## config.mk

```make
export PLATFORM = sky130hd
export DESIGN_NAME = scene_sequencer
export DESIGN_NICKNAME = d
export VERILOG_FILES = /design/src/rtl/scene_sequencer.sv
export SDC_FILE = /design/constraint.sdc
export NUM_CORES = 1
export LEC_CHECK = 0
export CAP_MARGIN = 20
export CORE_MARGIN = 2
export CORE_UTILIZATION = 25
export CTS_CLUSTER_SIZE = 24
export DETAILED_ROUTE_END_ITERATION = 8
export HOLD_SLACK_MARGIN = 0.02
export PLACE_DENSITY = 0.51
export SETUP_SLACK_MARGIN = 0.2
export SLEW_MARGIN = 0
export SYNTH_ARGS = -nofsm -noshare
export SYNTH_HDL_FRONTEND = slang
export SYNTH_SLANG_ARGS = --single-unit
```

## constraint.sdc

```tcl
create_clock -name CLK100MHZ -period 2.2 [get_ports CLK100MHZ]
set_input_delay 0.44 -clock CLK100MHZ [delete_from_list [all_inputs] [get_ports CLK100MHZ]]
set_output_delay 0.44 -clock CLK100MHZ [all_outputs]
set_load 0.005 [all_outputs]
```

## src/rtl/scene_sequencer.sv

```systemverilog
// rtl/scene_sequencer.sv - per-frame sprite scene sequencer
//
// Steps the intro/run scene once per video frame and drives the layer
// offsets consumed by the sprite layer instances.
// Optional feature macro: SEQ_DEBOUNCE_EN (synchronized, frame-sampled lane buttons).
//
// Ports:
//   CLK100MHZ    in   system clock
//   CPU_RESETN   in   asynchronous active-low reset
//   vsync        in   VGA vertical sync (asynchronous)
//   BTNL, BTNR   in   lane buttons (level)
//   frame_tick   out  one-cycle pulse per vsync rising edge
//   state        out  COUNT=0 LOGO=1 HEAD=2 ARM=3 RUN=4
//   logo_voffset out  logo vertical offset (12-bit signed)
//   head_hoffset out  head horizontal (lane) offset (12-bit signed)
//   head_voffset out  head vertical offset (12-bit signed)
//   coin_loc     out  coin progress (12-bit signed)
//   coin_flip    out  coin flip toggle
module scene_sequencer #(
  parameter int COUNTDOWN_FRAMES = 5,
  parameter int LOGO_STEP        = 30,
  parameter int LOGO_END         = 640,
  parameter int HEAD_START       = 180,
  parameter int HEAD_STEP        = 17,
  parameter int HEAD_END         = 50,
  parameter int LANE_OFFSET      = 100,
  parameter int COIN_MAX         = 100
) (
  input  logic               CLK100MHZ,
  input  logic               CPU_RESETN,
  input  logic               vsync,
  input  logic               BTNL,
  input  logic               BTNR,
  output logic               frame_tick,
  output logic [2:0]         state,
  output logic signed [11:0] logo_voffset,
  output logic signed [11:0] head_hoffset,
  output logic signed [11:0] head_voffset,
  output logic signed [11:0] coin_loc,
  output logic               coin_flip
);

  typedef enum logic [2:0] {
    ST_COUNT = 3'd0,
    ST_LOGO  = 3'd1,
    ST_HEAD  = 3'd2,
    ST_ARM   = 3'd3,
    ST_RUN   = 3'd4
  } state_t;

  localparam logic signed [11:0] LOGO_STEP_S  = 12'(LOGO_STEP);
  localparam logic signed [11:0] LOGO_END_S   = 12'(LOGO_END);
  localparam logic signed [11:0] HEAD_START_S = 12'(HEAD_START);
  localparam logic signed [11:0] HEAD_STEP_S  = 12'(HEAD_STEP);
  localparam logic signed [11:0] HEAD_END_S   = 12'(HEAD_END);
  localparam logic signed [11:0] COIN_MAX_S   = 12'(COIN_MAX);
  localparam logic signed [11:0] COIN_RESET_S = -12'sd50;
  localparam logic signed [11:0] LANE_POS     = 12'(LANE_OFFSET);
  localparam logic signed [11:0] LANE_NEG     = -LANE_POS;

  state_t      st;
  logic [15:0] count;

  // vsync synchronizer plus history flop. All reset to 1 so that a vsync
  // already high at reset release is not mistaken for a new frame.
  logic vs_meta, vs_sync, vs_hist;

  always_ff @(posedge CLK100MHZ or negedge CPU_RESETN) begin
    if (!CPU_RESETN) begin
      vs_meta <= 1'b1;
      vs_sync <= 1'b1;
      vs_hist <= 1'b1;
    end else begin
      vs_meta <= vsync;
      vs_sync <= vs_meta;
      vs_hist <= vs_sync;
    end
  end

  // Function of flops only; no path from any input pin.
  assign frame_tick = vs_sync & ~vs_hist;
  assign state      = st;

  always_ff @(posedge CLK100MHZ or negedge CPU_RESETN) begin
    if (!CPU_RESETN) begin
      st           <= ST_COUNT;
      count        <= 16'(COUNTDOWN_FRAMES);
      logo_voffset <= '0;
      head_voffset <= HEAD_START_S;
      coin_loc     <= COIN_RESET_S;
      coin_flip    <= 1'b0;
    end else if (frame_tick) begin
      case (st)
        ST_COUNT: begin
          if (count != '0) count <= count - 16'd1;
          else             st    <= ST_LOGO;
        end
        ST_LOGO: begin
          if (logo_voffset >= LOGO_END_S) st <= ST_HEAD;
          else logo_voffset <= logo_voffset + LOGO_STEP_S;
        end
        ST_HEAD: begin
          if (head_voffset <= HEAD_END_S) st <= ST_ARM;
          else head_voffset <= head_voffset - HEAD_STEP_S;
        end
        ST_ARM: begin
          coin_loc <= '0;
          st       <= ST_RUN;
        end
        ST_RUN: begin
          coin_flip <= ~coin_flip;
          coin_loc  <= (coin_loc == COIN_MAX_S) ? 12'sd0 : coin_loc + 12'sd1;
        end
        default: st <= ST_COUNT;
      endcase
    end
  end

`ifdef SEQ_DEBOUNCE_EN
  // Buttons are synchronized, the lane code is sampled once per frame, and
  // the offset only follows a code seen on two consecutive frames.
  logic [1:0] btnl_sync, btnr_sync;
  logic [1:0] lane_code, lane_prev;

  // 01 = left (wins over right), 10 = right, 00 = centre
  assign lane_code = btnl_sync[1] ? 2'b01 : (btnr_sync[1] ? 2'b10 : 2'b00);

  always_ff @(posedge CLK100MHZ or negedge CPU_RESETN) begin
    if (!CPU_RESETN) begin
      btnl_sync    <= '0;
      btnr_sync    <= '0;
      lane_prev    <= '0;
      head_hoffset <= '0;
    end else begin
      btnl_sync <= {btnl_sync[0], BTNL};
      btnr_sync <= {btnr_sync[0], BTNR};
      if (frame_tick) begin
        lane_prev <= lane_code;
        if (lane_code == lane_prev) begin
          case (lane_code)
            2'b01:   head_hoffset <= LANE_NEG;
            2'b10:   head_hoffset <= LANE_POS;
            default: head_hoffset <= '0;
          endcase
        end
      end
    end
  end
`else
  always_ff @(posedge CLK100MHZ or negedge CPU_RESETN) begin
    if (!CPU_RESETN)  head_hoffset <= '0;
    else if (BTNL)    head_hoffset <= LANE_NEG;
    else if (BTNR)    head_hoffset <= LANE_POS;
    else              head_hoffset <= '0;
  end
`endif

endmodule

```

# Yosys cells after proc, flatten, opt, wreduce, memory -nomap -nowiden
# Cells that the tools add are included.
# op_classes
add_sub_neg	4
multipliers	0
div	0
order_cmp	2
eq_ne	8
shift	0
n_mux	8
n_bitwise	6
n_reduce_logical	9
# ops
op	count
$mux W12	2
$pmux W12 S2	1
$reduce_bool A16 Y1	1
$sub A16 B1 Y16 const B	1
$pmux W3 S5	1
$add A12 B2 Y12 const B	1
$add A12 B6 Y12 const B	1
$eq A12 B8 Y1 const B	1
$ge A12 B11 Y1 const B	1
$le A12 B7 Y1 const B	1
$sub A12 B6 Y12 const B	1
$mux W3	3
$reduce_and A3 Y1	3
$mux W7	1
$eq A3 B2 Y1 const B	2
$ne A2 B2 Y1 const B	3
$not A1 Y1	5
$reduce_and A5 Y1	1
$reduce_and A2 Y1	2
$eq A3 B1 Y1 const B	1
$eq A3 B3 Y1 const B	1
$logic_not A3 Y1	1
$reduce_bool A2 Y1	1
$and A1 B1 Y1	1
# word_totals
reg_bits	71
latchBits	0
ramBits	0
rom_bits	0
inputBits	5
out_inout_bits	53
word_cells	47
mem_count	0

# Depth between registers and ports, before layout
# Gate-level depths: netlist of run 1.
# depth
depth_word	3
mapped_depth	8
mapped_depth_nobuf	7

# Worst setup path after synthesis of run 1
# Ideal clock, no wire load.
# synth_timing
path_kind	register to register
startpoint	reg st[2] (netlist: state[2])
endpoint	reg head_voffset[8]
setup_ns	0.125
arrival_ns	1.817
t_required_ns	2.075
setup_slack_ns	0.257
stages_incl_launch_ff	7
path_buffers	1
period_less_slack_ns	1.943
cell_sequence	dfrtp_1 -> buf_6 -> or4b_4 -> or3_1 -> a221oi_2 -> nand2_1 -> xnor2_1
# synth_via
elab_chain_cells	2
# synth_rtl
item	line_no	source
start: declaration	61	state_t st;
start signal: assignment	86	st <= ST_COUNT;
start signal: assignment	96	else st <= ST_LOGO;
start signal: assignment	99	if (logo_voffset >= LOGO_END_S) st <= ST_HEAD;
$eq A3 B2 Y1	93	case (st)
$reduce_and A3 Y1 (no source line)	--	
end signal: assignment	104	else head_voffset <= head_voffset - HEAD_STEP_S;
end: declaration	38	output logic signed [11:0] head_voffset,
# No other way between the ends.
# A chain may end at the register's enable or synchronous reset.

# Worst setup path in the final report of run 1
# layout_timing
startpoint	reg head_voffset[4]
endpoint	out head_voffset[4]
# No word-level cell between the ends.

==> flow_metrics.env, run 1 <==
export IMPL_drt_iter0_drc=55
export IMPL_synth_top_family_by_area="simple AND/OR/NAND/NOR gates"
export IMPL_grt_max_degree=45
export IMPL_hold_violations=0
export IMPL_cts_sinks=61
export IMPL_synthMuxAreaShare=0
export IMPL_initial_core_util=0.254
export IMPL_gp_congestion=0.756
export IMPL_leakagePower_nw=1.80
export IMPL_critical_path_buf_inv_count=1
export IMPL_ys_ff_latch=61
export IMPL_dp_cells=489
export IMPL_grt_pass1_wl_um=11200
export IMPL_finalCritPeriodShare=0.879
export IMPL_synth_top_area_frac=0.355
export IMPL_setup_worst_path_end_class="output pin"
export IMPL_vias=2324
export IMPL_ys_top_cells_by_area="dfrtp_1 (36%), dfstp_2 (16%), xnor2_1 (4.9%)"
export IMPL_timing_rr_start="state[2]"
export IMPL_final_common_cell="clkdlybuf4s50_1"
export IMPL_grt_busiest_layer="met2"
export IMPL_worst_path_stages=1
export IMPL_die_w_um=114
export IMPL_cpMaxStageDelayCell="dfstp_2"
export IMPL_netlist_instances=288
export IMPL_cp_required_ns=1.76
export IMPL_via_per_inst=4.57
export IMPL_fin_nets=370
export IMPL_dpl_hpwl_um=4650
export IMPL_ys_seq_area_frac=0.511
export IMPL_synth_area_per_cell_um2=10.5
export IMPL_track_usage=0.108
export IMPL_vdd_drop_max_mv=0.399
export IMPL_cts_root_buf="clkbuf_16"
export IMPL_numCtsBuffers=9
export IMPL_worstSetupPathType="reg -> out"
export IMPL_use_met1=0.154
export IMPL_clk_latency_ns=0.33
export IMPL_coreArea_mm2=0.0119
export IMPL_drcViolationCount=0
export IMPL_cap_violations=0
export IMPL_post_route_cells_drive_above_1_share=0.207
export IMPL_h_tree_depth=3
export IMPL_status="finished, final reports clean"
export IMPL_slew_headroom=0.651
export IMPL_n_fill_cell=1221
export IMPL_synth_edf_count=0
export IMPL_antenna_cells=0
export IMPL_synthAdderAreaFrac=0.0330
export IMPL_postCtsHoldBufs=0
export IMPL_cp_cell_sequence="clkdlybuf4s50_1"
export IMPL_drt_first_pass_iters=4
export IMPL_layout_setup_ws_ns=0.266
export IMPL_finClkSkew_ns=0.00857
export IMPL_synthSimpleGateAreaFrac=0.208
export IMPL_drt_wirelength_per_cell_um=13.1
export IMPL_dieHeight_um=114
export IMPL_setup_tns_ns=0
export IMPL_finalSetupViolCount=0
export IMPL_max_clock_path_buffers=2
export IMPL_synth_distinct_cells=50
export IMPL_start_kind="flop"
export IMPL_synth_async_sr_flop_share=1.00
export IMPL_fmax_mhz=517
export IMPL_worst_pin_slew_ns=0.519
export IMPL_finalWorstPathRequiredPeriod_ns=1.93
export IMPL_synth_xor_area_frac=0.0983
export IMPL_reg2reg_setup_slack_ns=0.28
export IMPL_crit_fanout=5
export IMPL_rsz0062_at_grt="yes"
export IMPL_synth_largest_area_cell="dfrtp_1"
export IMPL_ios=58
export IMPL_gr_total_overflow=0
export IMPL_synth_compound_area_frac=0.0970
export IMPL_io_buffers=54
export IMPL_cts_tree="done"
export IMPL_grtUsageMet2=0.156
export IMPL_drv_slew=0
export IMPL_layoutNonFillerInstCount=509
export IMPL_final_antenna_net_count=0
export IMPL_grt_use_met3=0.0312
export IMPL_ff2ff_path_depth=5
export IMPL_num_rows=40
export IMPL_slowest_delay_ns=0.63
export IMPL_cp_arrival_ns=1.49
export IMPL_antenna_found_initial=0
export IMPL_power_density_mw_per_mm2=824
export IMPL_area_delta_synth_final_pct=38.0
export IMPL_netlist_area_mm2=0.00303
export IMPL_dp_slack_ns=0.201
export IMPL_total_power_w=0.00344
export IMPL_reg2reg_to="head_voffset[8]"
export IMPL_grt_pass1_vias=2205
export IMPL_hold_class="in -> async"
export IMPL_synthFlopType="dfrtp_1"
export IMPL_final_cell_mix="clkdlybuf4s50_1 (52), dfrtp_1 (40), nand2_1 (18), nor2_1 (18), dfstp_2 (18)"
export IMPL_clkTransAtPathRegs_ns=0.06
export IMPL_die_area_mm2=0.0130
export IMPL_cp_top_family="flip-flops"
export IMPL_yosys_warnings=0
export IMPL_route_final_wire_length_um=6670
## sequential cells by signal, indices dropped and copies added (netlist names)
name / cells
coin_flip: 1
coin_loc: 12
count: 16
head_hoffset: 3
head_voffset: 12
logo_voffset: 11
state: 3
vs_hist: 1
vs_meta: 1
vs_sync: 1
## worst max-delay path by stage
| stage | start | to |
|---|---|---|
| floorplan | state[2] | head_voffset[8] |
| global placement | state[0] | head_voffset[8] |
| detailed placement | state[0] | head_voffset[8] |
| CTS | state[0] | head_voffset[8] |
| global route | head_voffset[1] | head_voffset[9] |
| finish | head_voffset[4] | head_voffset[4] |
## stage by stage
stage | hold WS, ns | cell area [um2] | util
floorplan | 0.144 | 3040 | -
global placement | 0.347 | 3760 | 0.316
detailed placement | 0.347 | 3760 | 0.316
CTS | 0.0624 | 4070 | 0.342
global route | 0.0797 | 4180 | 0.351
finish | 0.0509 | 4180 | 0.351
## cell families (layout without fill, tap and decap cells)
kind of cell	count (synthesis)	after routing
other	1	3
AO/OA/AOI/OAI	45	45
flip-flops	61	61
buffers and inverters	29	101
XOR/XNOR	34	34
AND/OR/NAND/NOR	110	110
adder cells (fa/ha/maj)	8	8
## cell type report
class	count	area (um2)	share of cell area
clock buffer	9	225	0.0539
clock inverter	7	75.1	0.0180
inverter	14	52.6	0.0126
multi-input combinational	200	1410	0.338
sequential	61	1550	0.371
tap	147	184	0.0440
timing repair buffer	71	678	0.162
## Yosys cell counts, types with 2 or more instances
master and instances:
a21oi_1 12, a22o_1 3, a31oi_1 7, a41oi_1 2, and2_1 2, and3_1 5
and4_1 3, buf_2 2, buf_4 10, clkbuf_1 2, dfrtp_1 43, dfstp_2 18
ha_1 8, inv_1 14, nand2_1 18, nand2b_1 4, nand3_1 14, nand4_1 5
nor2_1 18, nor2b_1 6, nor3_1 7, nor3b_1 3, nor4_1 7, nor4_2 3
o21ai_0 11, or2_2 2, or3_1 4, xnor2_1 17, xor2_1 17
## layer usage
layer | vias up | wire length, um | part of all wire
met5 | - | 0 | 0
met1 | 1114 | 3340 | 0.50
met2 | 57 | 2960 | 0.44
li1 | 1144 | - | -
met3 | 9 | 291 | 0.044
met4 | 0 | 89 | 0.013
## where the power goes
| part | switching [W] | total, W | internal, W |
|---|---|---|---|
| Sequential | 0.000130 | 0.00137 | 0.00124 |
| Clock | 0.000526 | 0.00141 | 0.000879 |
| Combinational | 0.000278 | 0.000668 | 0.000390 |
| Total | 0.000934 | 0.00344 | 0.00251 |
## repair_timing
item                       in CTS  in global routing
gates resized for setup         3                 17
setup buffers                   0                  4
pin swaps                       0                  1
setup endpoints to repair       2                 13
Note: power is estimated with default switching activity, not from simulation.
==> run 2: changes to the inputs <==
- CTS_CLUSTER_SIZE: 24 -> not set
- RECOVER_POWER: not set -> 25
- TNS_END_PERCENT: not set -> 5
==> run 2 against run 1 <==
- worst setup slack got worse by 0.027 ns
- non-clock buffer count fell by 4
- first-iteration DRC count rose by 25%
- critical path type is now reg -> reg
==> flow_metrics.env, run 2 (synthesized netlist as in run 1, its figures left out) <==
export IMPL_status="finished, final reports clean"
export IMPL_grt_use_met3=0.0312
export IMPL_fin_nets=366
export IMPL_power_density_mw_per_mm2=832
export IMPL_vdd_drop_max_mv=0.398
export IMPL_num_rows=40
export IMPL_ff2ff_path_depth=7
export IMPL_post_cts_buffers=0
export IMPL_dieHeight_um=114
export IMPL_final_cell_mix="clkdlybuf4s50_1 (50), dfrtp_1 (42), nand2_1 (18), nor2_1 (18)"
export IMPL_final_common_cell="clkdlybuf4s50_1"
export IMPL_cp_required_ns=2.45
export IMPL_grt_busiest_layer="met2"
export IMPL_ios=58
export IMPL_cts_root_buf="clkbuf_16"
export IMPL_drv_slew=0
export IMPL_die_area_mm2=0.0130
export IMPL_worst_pin_slew_ns=1.06
export IMPL_cts_sinks=61
export IMPL_grt_pass1_vias=2205
export IMPL_leakagePower_nw=1.76
export IMPL_antenna_cells=0
export IMPL_cts_tree="done"
export IMPL_reg2reg_to="count[6]"
export IMPL_gr_total_overflow=0
export IMPL_area_delta_synth_final_pct=35.7
export IMPL_n_fill_cell=1223
export IMPL_hold_violations=0
export IMPL_timing_rr_start="count[0]"
export IMPL_route_final_wire_length_um=6530
export IMPL_dpl_hpwl_um=4650
export IMPL_reg2reg_setup_slack_ns=0.24
export IMPL_clk_latency_ns=0.33
export IMPL_max_clock_path_buffers=2
export IMPL_initial_core_util=0.254
export IMPL_drt_iter0_drc=69
export IMPL_drt_wirelength_per_cell_um=12.9
export IMPL_drt_first_pass_iters=4
export IMPL_finalCritPeriodShare=0.891
export IMPL_start_kind="flop"
export IMPL_slew_headroom=0.295
export IMPL_h_tree_depth=3
export IMPL_gp_congestion=0.756
export IMPL_post_route_cells_drive_above_1_share=0.173
export IMPL_use_met1=0.154
export IMPL_fin_util=0.345
export IMPL_vias=2298
export IMPL_track_usage=0.108
export IMPL_cp_arrival_ns=2.21
export IMPL_rsz0062_at_grt="yes"
export IMPL_setup_tns_ns=0
export IMPL_finalSetupViolCount=0
export IMPL_antenna_found_initial=0
export IMPL_crit_fanout=4
export IMPL_postCtsHoldBufs=0
export IMPL_hold_class="in -> async"
export IMPL_grtUsageMet2=0.155
export IMPL_die_w_um=114
export IMPL_grt_pass1_wl_um=11200
export IMPL_worstSetupPathType="reg -> reg"
export IMPL_setup_worst_path_end_class="flop"
export IMPL_via_per_inst=4.55
export IMPL_coreArea_mm2=0.0119
export IMPL_clkTransAtPathRegs_ns=0.06
export IMPL_drcViolationCount=0
export IMPL_final_antenna_net_count=0
export IMPL_finalWorstPathRequiredPeriod_ns=1.96
export IMPL_io_buffers=54
export IMPL_top_register="count"
export IMPL_top_regs="count (16), coin_loc (12), head_voffset (12)"
export IMPL_cap_violations=0
export IMPL_fmax_mhz=510
export IMPL_finClkSkew_ns=0.00861
export IMPL_grt_max_degree=45
export IMPL_largest_reg_flops=16
export IMPL_numCtsBuffers=9
run 2: routing by layer:
metal  vias to the layer above  share of wire
li1                       1136              -
met1                      1095           0.50
met2                        58           0.44
met3                         9          0.043
met4                         0          0.013
met5                         -              0
run 2: how the worst max path moves through the flow:
stage                         start              end  depth (start not counted)  slack (ns)
finish                     count[0]         count[6]                          7        0.24
global route                vs_sync        count[12]                          6        0.13
CTS                 head_voffset[0]         state[0]                          7        0.18
detailed placement         state[0]  head_voffset[8]                          5        0.20
global placement           state[0]  head_voffset[8]                          5        0.25
floorplan                  state[2]  head_voffset[8]                          6        0.26
run 2: area by class of cell:
| class | count | area [um2] | share of cell area |
|---|---|---|---|
| flip-flops and latches | 61 | 1550 | 0.377 |
| multi-input cells | 200 | 1380 | 0.336 |
| repair buffers | 67 | 643 | 0.156 |
| clock buffers | 9 | 225 | 0.0548 |
| well taps | 147 | 184 | 0.0447 |
| clock inverters | 7 | 75.1 | 0.0183 |
| inverters | 14 | 52.6 | 0.0128 |
run 2: critical path: stages (launching register included):
cell,delay (ns)
dfstp_2,0.55
inv_1,0.06
ha_1,0.19
nor3b_1,0.14
nand4_1,0.10
or3b_1,0.43
nor4_1,0.25
xor2_1,0.17
run 2: per-stage QoR:
step / cells / hold WS (ns) / worst slack (ns) / total power (W) / instance area, um2
final: 505 / 0.282 / 0.239 / 0.00342 / 4110
after global routing: 505 / 0.368 / 0.135 / 0.00361 / 4110
after CTS: 505 / 0.0624 / 0.183 / 0.00347 / 4060
after detailed placement: 489 / 0.347 / 0.201 / 0.00204 / 3760
after global placement: 489 / 0.347 / 0.254 / 0.00204 / 3760
after floorplan: 290 / 0.144 / 0.257 / 0.00167 / 3040
run 2: report_power, final:
part | internal (W) | switching, W
logic | 0.000372 | 0.000266
registers | 0.00124 | 0.000135
clock network | 0.000879 | 0.000529
run 2: what timing repair did:
action	CTS	global route
resized for setup	2	8
setup endpoints to repair	2	16
endpoints found under the hold margin	0	0
==> run 3: changes to the inputs <==
- CORE_UTILIZATION: 25 -> 52
- CTS_CLUSTER_SIZE: not set -> 25
- PLACE_DENSITY: 0.51 -> 0.87
==> run 3 against run 2 <==
- global-route usage up 11 points
- combinational power fell by 4.7%
- core utilization up 36 points
- sequential share of layout area rose by 1.6 points
- routed wire length up 1.5%
- count of clock-buffer cells in the layout up 4
- largest power group is now registers
==> flow_metrics.env, run 3 (synthesized netlist as in run 1, its figures left out) <==
export IMPL_initial_core_util=0.544
export IMPL_ios=58
export IMPL_post_route_cells_drive_above_1_share=0.189
export IMPL_clkTransAtPathRegs_ns=0.07
export IMPL_drt_wirelength_per_cell_um=15.5
export IMPL_crit_fanout=4
export IMPL_coreArea_mm2=0.00557
export IMPL_h_tree_depth=3
export IMPL_fin_nets=363
export IMPL_drv_slew=0
export IMPL_layout_setup_ws_ns=0.215
export IMPL_hold_class="reg -> reg"
export IMPL_n_fill_cell=405
export IMPL_cts_sinks=61
export IMPL_status="finished, final reports clean"
export IMPL_cp_cell_sequence="or4b_4 > or3_1 > a221oi_4 > nand2_1 > xnor2_1"
export IMPL_slowest_delay_ns=0.57
export IMPL_vdd_drop_max_mv=0.747
export IMPL_finClkSkew_ns=0.0112
export IMPL_reg2reg_setup_slack_ns=0.21
export IMPL_io_buffers=54
export IMPL_final_common_cell="clkdlybuf4s50_1"
export IMPL_power_density_mw_per_mm2=769
export IMPL_cp_arrival_ns=2.21
export IMPL_worst_pin_slew_ns=1.46
export IMPL_fmax_mhz=504
export IMPL_cts_tree="done"
export IMPL_grt_pass1_vias=2313
export IMPL_numCtsBuffers=9
export IMPL_hold_violations=0
export IMPL_die_w_um=80.3
export IMPL_dieHeight_um=80.3
export IMPL_drcViolationCount=0
export IMPL_vias=2403
export IMPL_slew_headroom=0.0234
export IMPL_die_area_mm2=0.00645
export IMPL_antenna_cells=0
export IMPL_rsz0062_at_grt="yes"
export IMPL_leakagePower_nw=1.75
export IMPL_cp_required_ns=2.42
export IMPL_worstSetupPathType="reg -> reg"
export IMPL_finalWorstPathRequiredPeriod_ns=1.99
export IMPL_antenna_found_initial=0
export IMPL_start_kind="flop"
export IMPL_cts_root_buf="clkbuf_8"
export IMPL_top_regs="count (16), coin_loc (12), head_voffset (12)"
export IMPL_setup_worst_path_end_class="flop"
export IMPL_top_register="count"
export IMPL_route_final_wire_length_um=6630
export IMPL_cpMaxStageDelayCell="or4b_4"
export IMPL_drt_first_pass_iters=4
export IMPL_num_rows=27
export IMPL_dp_slack_ns=0.194
export IMPL_postCtsHoldBufs=0
export IMPL_area_delta_synth_final_pct=30.3
export IMPL_grt_pass1_wl_um=10600
export IMPL_clk_latency_ns=0.34
export IMPL_final_antenna_net_count=0
export IMPL_drt_iter0_drc=131
export IMPL_max_clock_path_buffers=2
export IMPL_largest_reg_flops=16
export IMPL_dpl_hpwl_um=4250
export IMPL_cap_violations=0
export IMPL_grt_max_degree=62
export IMPL_finalSetupViolCount=0
export IMPL_gr_total_overflow=0
export IMPL_setup_tns_ns=0
export IMPL_track_usage=0.217
export IMPL_final_cell_mix="clkdlybuf4s50_1 (52), dfrtp_1 (40), nand2_1 (18), nor2_1 (18), dfstp_2 (18)"
export IMPL_gp_congestion=0.868
export IMPL_via_per_inst=5.63
export IMPL_finalCritPeriodShare=0.902
[run 3: metal layers]
layer | track usage | wire length (um) | up-vias
li1 | - | - | 1126
met1 | 0.258 | 2760 | 1184
met2 | 0.366 | 3390 | 78
met3 | 0.0618 | 367 | 15
met4 | 0.0966 | 122 | 0
met5 | 0 | 0 | -
[run 3: power breakdown]
part           switching [W]  internal [W]
Clock               0.000430      0.000614
Sequential          0.000144       0.00124
Combinational       0.000259      0.000349
[run 3: worst paths after layout]
check / depth (start not counted) / start / end
max: 5 / state[2] / head_voffset[8]
min: 0 / vs_meta / vs_sync
max reg2reg: 5 / state[2] / head_voffset[8]
min reg2reg: 0 / vs_meta / vs_sync
max in group asynchronous: 2 / CPU_RESETN / state[0]
min in group asynchronous: 2 / CPU_RESETN / head_voffset[6]
[run 3: area by class of cell]
| type | instances | area, um2 | share of cell area |
|---|---|---|---|
| repair buffers | 64 | 611 | 0.155 |
| multi-input cells | 200 | 1430 | 0.362 |
| clock inverters | 3 | 42.5 | 0.0108 |
| well taps | 72 | 90.1 | 0.0228 |
| clock buffers | 13 | 169 | 0.0428 |
| inverters | 14 | 52.6 | 0.0133 |
| flip-flops and latches | 61 | 1550 | 0.393 |
[run 3: critical path: cells and delay by family, from the launching register on]
kind             cells  cell delay (ns)
XOR/XNOR             1             0.13
flip-flops           1             0.47
AND/OR/NAND/NOR      3             1.04
AO/OA/AOI/OAI        1             0.24
[run 3: what timing repair did]
action | in CTS | in global routing
endpoints found under the setup margin | 3 | 22
resized for setup | 5 | 17
setup buffers | 1 | 2
pin swaps | 0 | 1
[run 3: per-stage QoR]
stage          total power, W  hold WS, ns  std cells  area, um2  utilization
2_1_floorplan         0.00167        0.144        290       3040            -
4_1_cts               0.00306        0.103        425       3860        0.692
6_report              0.00304        0.361        427       3950        0.708
5_1_grt               0.00320        0.367        427       3950        0.708
3_5_place_dp          0.00200        0.352        408       3620        0.650
3_3_place_gp          0.00198        0.346        408       3620        0.650
